$ cat src/rtl/controle_multiciclo_pkg.sv
// Shared encodings for the multi-cycle RV64I control unit: opcodes, FSM states
// and the select codes driven toward the datapath.
package controle_pkg;

  localparam logic [6:0] OPC_LOAD   = 7'b0000011;
  localparam logic [6:0] OPC_OP_IMM = 7'b0010011;
  localparam logic [6:0] OPC_AUIPC  = 7'b0010111;
  localparam logic [6:0] OPC_STORE  = 7'b0100011;
  localparam logic [6:0] OPC_OP     = 7'b0110011;
  localparam logic [6:0] OPC_LUI    = 7'b0110111;
  localparam logic [6:0] OPC_BRANCH = 7'b1100011;
  localparam logic [6:0] OPC_JALR   = 7'b1100111;
  localparam logic [6:0] OPC_JAL    = 7'b1101111;

  typedef enum logic [2:0] {FETCH, DECODE, EXEC, MEM, WB, TRAP} estado_t;

  typedef enum logic [2:0] {
    IMM_I = 3'd0,
    IMM_J = 3'd1,
    IMM_U = 3'd2,
    IMM_B = 3'd3,
    IMM_S = 3'd4
  } imm_t;

  typedef enum logic [1:0] {ALU_NAO = 2'd0, ALU_SOMA = 2'd1, ALU_SUBTRAI = 2'd2} alu_op_t;

  localparam logic [1:0] PC_MAIS4 = 2'd0;
  localparam logic [1:0] PC_IMM   = 2'd1;
  localparam logic [1:0] PC_ALU   = 2'd2;

  localparam logic [1:0] WB_ALU = 2'd0;
  localparam logic [1:0] WB_MEM = 2'd1;
  localparam logic [1:0] WB_PC4 = 2'd2;
  localparam logic [1:0] WB_IMM = 2'd3;

  function automatic imm_t imm_de(input logic [6:0] opc);
    case (opc)
      OPC_STORE:          imm_de = IMM_S;
      OPC_BRANCH:         imm_de = IMM_B;
      OPC_LUI, OPC_AUIPC: imm_de = IMM_U;
      OPC_JAL:            imm_de = IMM_J;
      default:            imm_de = IMM_I;
    endcase
  endfunction

  function automatic logic opcode_valido(input logic [6:0] opc);
    case (opc)
      OPC_LOAD, OPC_OP_IMM, OPC_AUIPC, OPC_STORE, OPC_OP,
      OPC_LUI, OPC_BRANCH, OPC_JALR, OPC_JAL: opcode_valido = 1'b1;
      default:                                opcode_valido = 1'b0;
    endcase
  endfunction

endpackage

$ cat src/rtl/controle_multiciclo_avalia_desvio.sv
// Branch condition evaluator: maps funct3 and the ALU flags to a taken decision,
// flagging the two funct3 codes that have no branch meaning.
module avalia_desvio (
  input  logic [2:0] funct3,
  input  logic       flag_igual,
  input  logic       flag_menor,
  input  logic       flag_maior_igual_u,
  output logic       tomado,
  output logic       invalido
);

  always_comb begin
    tomado   = 1'b0;
    invalido = 1'b0;
    case (funct3)
      3'b000:  tomado = flag_igual;
      3'b001:  tomado = !flag_igual;
      3'b100:  tomado = flag_menor;
      3'b101:  tomado = !flag_menor;
      3'b110:  tomado = !flag_maior_igual_u;
      3'b111:  tomado = flag_maior_igual_u;
      default: invalido = 1'b1;
    endcase
  end

endmodule

$ cat src/rtl/controle_multiciclo.sv
// Multi-cycle control unit for the RV64I datapath: FETCH/DECODE/EXEC/MEM/WB
// sequencing, strobe generation and a retired-instruction counter.
module controle_multiciclo
  import controle_pkg::*;
#(
  parameter int CNT_W            = 32,
  parameter bit RESET_STATE_TRAP = 1'b0
) (
  input  logic             clk,
  input  logic             rst_n,
  input  logic [6:0]       upcode,
  input  logic [2:0]       funct3,
  input  logic             funct7_5,
  input  logic             flag_igual,
  input  logic             flag_menor,
  input  logic             flag_maior_igual_u,
  input  logic             mem_ready,
  output logic             mem_req,
  output logic             mem_we,
  output logic             ir_we,
  output logic             pc_we,
  output logic [1:0]       pc_src,
  output logic             we_reg,
  output logic [1:0]       wb_sel,
  output logic [2:0]       select_imm,
  output logic             usa_imm,
  output logic [1:0]       soma_ou_subtrai,
  output logic             illegal,
  output logic [CNT_W-1:0] retired
);

  estado_t    estado;
  logic       ativo;
  logic [6:0] op_q;
  imm_t       imm_q;
  logic       desvio_tomado;
  logic       desvio_invalido;
  logic       instr_ilegal;
  logic       e_load, e_store, e_branch, e_op, e_jal, e_jalr, e_lui;

  avalia_desvio u_avalia_desvio (
    .funct3             (funct3),
    .flag_igual         (flag_igual),
    .flag_menor         (flag_menor),
    .flag_maior_igual_u (flag_maior_igual_u),
    .tomado             (desvio_tomado),
    .invalido           (desvio_invalido)
  );

  assign instr_ilegal = !opcode_valido(upcode) || (upcode == OPC_BRANCH && desvio_invalido);

  assign e_load   = (op_q == OPC_LOAD);
  assign e_store  = (op_q == OPC_STORE);
  assign e_branch = (op_q == OPC_BRANCH);
  assign e_op     = (op_q == OPC_OP);
  assign e_jal    = (op_q == OPC_JAL);
  assign e_jalr   = (op_q == OPC_JALR);
  assign e_lui    = (op_q == OPC_LUI);

  // ativo keeps every strobe low for the first cycle after reset release.
  // In EXEC, illegal doubles as the skip marker for a rejected instruction.
  always_ff @(posedge clk or negedge rst_n) begin
    if (!rst_n) begin
      estado  <= FETCH;
      ativo   <= 1'b0;
      op_q    <= '0;
      imm_q   <= IMM_I;
      illegal <= 1'b0;
      retired <= '0;
    end else begin
      ativo <= 1'b1;
      if (pc_we) retired <= retired + CNT_W'(1);
      unique case (estado)
        FETCH: if (ativo && mem_ready) estado <= DECODE;
        DECODE: begin
          op_q  <= upcode;
          imm_q <= imm_de(upcode);
          if (instr_ilegal) begin
            illegal <= 1'b1;
            estado  <= RESET_STATE_TRAP ? TRAP : EXEC;
          end else begin
            estado <= EXEC;
          end
        end
        EXEC: begin
          illegal <= 1'b0;
          if (illegal || e_branch)  estado <= FETCH;
          else if (e_load || e_store) estado <= MEM;
          else                      estado <= WB;
        end
        MEM: if (mem_ready) estado <= e_store ? FETCH : WB;
        WB:      estado <= FETCH;
        default: estado <= TRAP;
      endcase
    end
  end

  // Memory handshake: mem_req stays high with a stable mem_we (and, in MEM, a stable
  // ALU address) until a cycle where mem_ready is high; that cycle completes the access.
  always_comb begin
    mem_req         = 1'b0;
    mem_we          = 1'b0;
    ir_we           = 1'b0;
    pc_we           = 1'b0;
    pc_src          = PC_MAIS4;
    we_reg          = 1'b0;
    wb_sel          = WB_ALU;
    select_imm      = IMM_I;
    usa_imm         = 1'b0;
    soma_ou_subtrai = ALU_NAO;
    unique case (estado)
      FETCH: begin
        if (ativo) begin
          mem_req = 1'b1;
          ir_we   = mem_ready;
        end
      end
      DECODE: select_imm = imm_de(upcode);
      EXEC: begin
        if (illegal) begin
          pc_we = 1'b1;
        end else begin
          select_imm      = imm_q;
          soma_ou_subtrai = (e_branch || (e_op && funct3 == 3'b000 && funct7_5)) ? ALU_SUBTRAI : ALU_SOMA;
          usa_imm         = !(e_op || e_branch);
          if (e_branch) begin
            pc_we  = 1'b1;
            pc_src = desvio_tomado ? PC_IMM : PC_MAIS4;
          end
        end
      end
      MEM: begin
        mem_req         = 1'b1;
        mem_we          = e_store;
        select_imm      = imm_q;
        usa_imm         = 1'b1;
        soma_ou_subtrai = ALU_SOMA;
        if (mem_ready && e_store) pc_we = 1'b1;
      end
      WB: begin
        we_reg     = 1'b1;
        pc_we      = 1'b1;
        select_imm = imm_q;
        wb_sel     = e_load ? WB_MEM : (e_jal || e_jalr) ? WB_PC4 : e_lui ? WB_IMM : WB_ALU;
        pc_src     = e_jal ? PC_IMM : e_jalr ? PC_ALU : PC_MAIS4;
      end
      default: ;
    endcase
  end

endmodule

$ cat config.mk
export PLATFORM = sky130hd
export DESIGN_NAME = controle_multiciclo
export DESIGN_NICKNAME = d
export VERILOG_FILES = /design/src/rtl/controle_multiciclo_pkg.sv /design/src/rtl/controle_multiciclo_avalia_desvio.sv /design/src/rtl/controle_multiciclo.sv
export SDC_FILE = /design/constraint.sdc
export NUM_CORES = 1
export LEC_CHECK = 0
export CAP_MARGIN = 20
export CELL_PAD_IN_SITES_DETAIL_PLACEMENT = 1
export CELL_PAD_IN_SITES_GLOBAL_PLACEMENT = 1
export CORE_MARGIN = 2
export CORE_UTILIZATION = 40
export CTS_CLUSTER_SIZE = 24
export DETAILED_ROUTE_END_ITERATION = 12
export PLACE_DENSITY_LB_ADDON = 0.3
export SYNTH_ARGS = -nofsm -noshare
export SYNTH_HDL_FRONTEND = slang
export SYNTH_SLANG_ARGS = --single-unit
$ cat constraint.sdc
create_clock -name clk -period 3.3 [get_ports clk]
set_clock_uncertainty 0.2 [all_clocks]
set_input_delay 0.66 -clock clk [delete_from_list [all_inputs] [get_ports clk]]
set_output_delay 0.66 -clock clk [all_outputs]
set_load 0.03 [all_outputs]
==> results summary <==
The pre-CTS worst setup slack came out at -0.1104 ns. The clock transition time at the flip-flop clock pins of the worst setup and hold paths is 0.09 ns. The number of standard cells after synthesis came out at 267.

The CTS tree is built. The delay of the slowest cell on the worst path came out at 0.55 ns. The H-tree was split into 2 levels. The area added between synthesis and finish is 34.40%. The share of cells above drive strength 1 came out at 12.90%. The root buffer cell chosen for the clock tree is clkbuf_8. The initial antenna violation count is 0. The depth of the worst register-to-register path came out at 6. The number of buffers added by the clock tree synthesis step came out at 5.

The synthesized design contains 0 enable-type register cells. The congestion estimate from routability-driven global placement came to 0.8456. The slack of the worst reg-to-reg path is 0.92 ns. The hold buffer count at cts came out at 0. In this run the critical register-to-register path is launched from op_q[4]. The post-route DRC violation count came out at 0. The post-CTS resize count came out at 1.

Once detail routing completed, the nets flagged for antenna violations numbered 0. The complex-gate fraction of the synthesized area came out at 6.647%. The portion of synthesized area spent on multiplexers is 3.396%. The pin count of the biggest net entering global routing came out at 27.

The number of endpoints with negative hold slack in the final report is 0. By area, the combinational part of the netlist is dominated by simple AND/OR/NAND/NOR gates. The buffer count from post-CTS setup fixing came out at 0. The via count of the first global-routing pass came out at 2,309. Setup repair after global routing left no endpoint under its margin. The height of the chip is 84.29 um. At the end of the flow, the number of nets in the layout was 358. The global-route usage over all layers is 20.88%. The number of library cell types mapped by synthesis came out at 44.

The die covers 7105 sq um. The critical path data required time came out at 2.44 ns. The final count of negative-setup-slack endpoints is 0.

The category of the critical setup timing path is input pin to output pin. By instance count, the cell type seen most on the critical path is o21ai_0. The top cell family by delay on the critical path is buffers and inverters. The clock latency reported for the late side of the worst-skew pair is 0.31 ns.

65 I/O pins were placed. Counting flops with an async set or reset pin after synthesis yields a share of 100.0%. The number of storage elements in the synthesis netlist is 47. Together, buffers and inverters on the worst path number 2. In the final routed layout, each cell accounts on average for 17.27 um. The worst-case setup margin in the final layout came out at 0.1531 ns. The number of maximum-capacitance violations is 0. When the netlist entered floorplanning its net count stood at 285. The total count of max-transition violations in the final report came out at 0. After the first detailed-routing iteration, the DRC count stood at 76.

The count of input and output buffers is 64. The remaining global-route overflow came out at 0. The number of detailed-route iterations in the first pass came out at 4.

The longest clock path from root to sink contains 2 buffers. For this configuration, the core starts out at a cell density of 41.08%. In this run the horizontal extent of the chip is 84.29 um. The critical path's slowest cell is clkdlybuf4s50_1. The flow ran to the end, and the final reports show no timing, DRC or antenna violations. The final worst-path cycle share is 95.36%.

The sink count of the clock tree came out at 47. The area of the mapped netlist came out at 2579 sq um. The library cells used most frequently in the layout, excluding fill and tap cells, are clkdlybuf4s50_1, dfrtp_1, nand2_1.

The xor and xnor area share after synthesis is 11.89%. The core region is 6277 sq um. At the end of the flow the core is filled with cells to 55.21%.

STA classifies the critical path startpoint as an input pin. STA classifies the critical path endpoint as an output pin. The detailed placer's ending HPWL came out at 5383 um.

The routed design has 7218 um of wire. The final critical-path required period is 3.147 ns. The overall via count from detail_route came out at 2,302.

After detailed placement, the design holds a cell count of 410. Walking the worst path, the cells encountered are clkdlybuf4s50_1 > and3b_1 > nand4_1 > o21ai_0 > a21oi_1 > o21ai_0 > buf_4. The type of the tightest min-delay check is input pin to asynchronous set/reset pin.

The number of inserted diodes came out at 0. The top achievable clock speed came out at 0.3178 GHz. Each instance of the synthesized netlist takes up on average 9.658 sq um.

The sequential share of the synthesized area came out at 45.61%. The most instantiated flip-flop cell in the synthesis netlist is dfrtp_1. The adder and majority gate portion of the synthesized area is 0.8734%.

The worst ir drop on vdd is 0.1784 mV. The sum of internal, switching and leakage power came out at 1.100 mW. The slew at the pin closest to its max-slew limit is 0.5814 ns. The data arrival at the endpoint of the critical path came out at 2.29 ns.

Of the total synthesized cell area, the portion taken by AND, OR, NAND and NOR gates is 27.85%. The via density per instance is 5.507. The static power due to leakage is 1.588 nW. The floorplan has 29 rows.

The first global-routing pass estimated 11,810 um of wire. The ratio of total power to cell area is 317.5 nW/um^2. The largest driver fanout on the critical path came out at 5. The max-slew headroom at the worst pin came out at 61.24%. Leaving out fill and tap cells, the most frequent cell in the layout is clkdlybuf4s50_1. The final cell count without fillers came out at 418. The count of synthesis-stage warnings from yosys is 0. The endpoint of the worst register-to-register path is retired[18].
-- cells by family after synthesis --
logic type                 Yosys count
buffers and inverters               18
AOI/OAI and AO/OA                   27
xor gates and xnor gates            35
and+or+nand+nor                    129
DFF                                 47
adders and majority gates            2
muxes                                8
other                                1
-- final cells by class --
class | instances | area [sq um]
fillers | 723 | 2811
multi-input cells | 202 | 1316
flip-flops and latches | 47 | 1176
repair buffers | 78 | 737.0
well taps | 77 | 96.34
clock buffers | 6 | 82.58
clock inverters | 2 | 35.03
inverters | 6 | 22.52
-- synthesized netlist by cell type, types with 2 or more instances --
library cell | count | area, sq um
a21oi_1 | 5 | 25.02
a21o_1 | 4 | 30.03
or3_1 | 3 | 18.77
nand3b_1 | 3 | 22.52
nand4_1 | 16 | 100.1
o21ai_0 | 11 | 55.05
nor4b_2 | 2 | 30.03
nor4_2 | 2 | 25.02
buf_6 | 3 | 33.78
xor2_1 | 19 | 166.4
dfrtp_1 | 47 | 1176
buf_2 | 2 | 10.01
clkbuf_1 | 6 | 22.52
nor2_1 | 21 | 78.83
nor3b_1 | 2 | 15.01
xnor2_1 | 16 | 140.1
nor4_1 | 10 | 62.56
and3_1 | 4 | 25.02
mux2i_1 | 2 | 20.02
o211ai_1 | 2 | 15.01
mux2_2 | 6 | 67.56
inv_1 | 6 | 22.52
nand2_1 | 31 | 116.4
nand2b_1 | 2 | 12.51
nor2b_1 | 2 | 12.51
nand3_1 | 13 | 65.06
nor3_1 | 10 | 50.05
-- power by group --
| group | leakage [nW] | switching (mW) | internal (mW) |
|---|---|---|---|
| Combinational | 0.918 | 0.0304 | 0.0339 |
| Clock | 0.0612 | 0.204 | 0.245 |
| Sequential | 0.609 | 0.00701 | 0.580 |
-- through the flow --
| stage | TNS [ns] | cell area [sq um] | hold WS (ns) |
|---|---|---|---|
| final | 0 | 3466 | 0.1420 |
| after global routing | 0 | 3466 | 0.1863 |
| after CTS | 0 | 3450 | 0.1647 |
| after detailed placement | -0.1104 | 3333 | 0.2643 |
| after global placement | -0.01340 | 3333 | 0.2569 |
| after floorplan | 0 | 2579 | 0.1644 |
-- worst max path at each step --
stage	from	depth (start not counted)	endpoint
CTS	op_q[3]	5	pc_we
global placement	funct3[2]	7	soma_ou_subtrai[0]
global route	funct3[2]	7	soma_ou_subtrai[1]
detailed placement	funct3[1]	7	soma_ou_subtrai[0]
finish	upcode[6]	7	select_imm[0]
floorplan	estado[1]	7	pc_src[0]
-- metal layers --
metal | up-vias | GRT usage (%) | wire length [um]
met2 | 45 | 33.91 | 3497
met4 | 0 | 5.865 | 123
met1 | 1152 | 28.48 | 3367
li1 | 1095 | - | -
met3 | 10 | 4.228 | 230
met5 | - | 0 | 0
-- flip-flops by register name, indices dropped and copies added, names as in the netlist --
| name | count |
|---|---|
| op_q | 7 |
| illegal | 1 |
| estado | 3 |
| imm_q | 3 |
| retired | 32 |
| ativo | 1 |
(Power assumes the default switching activity.)
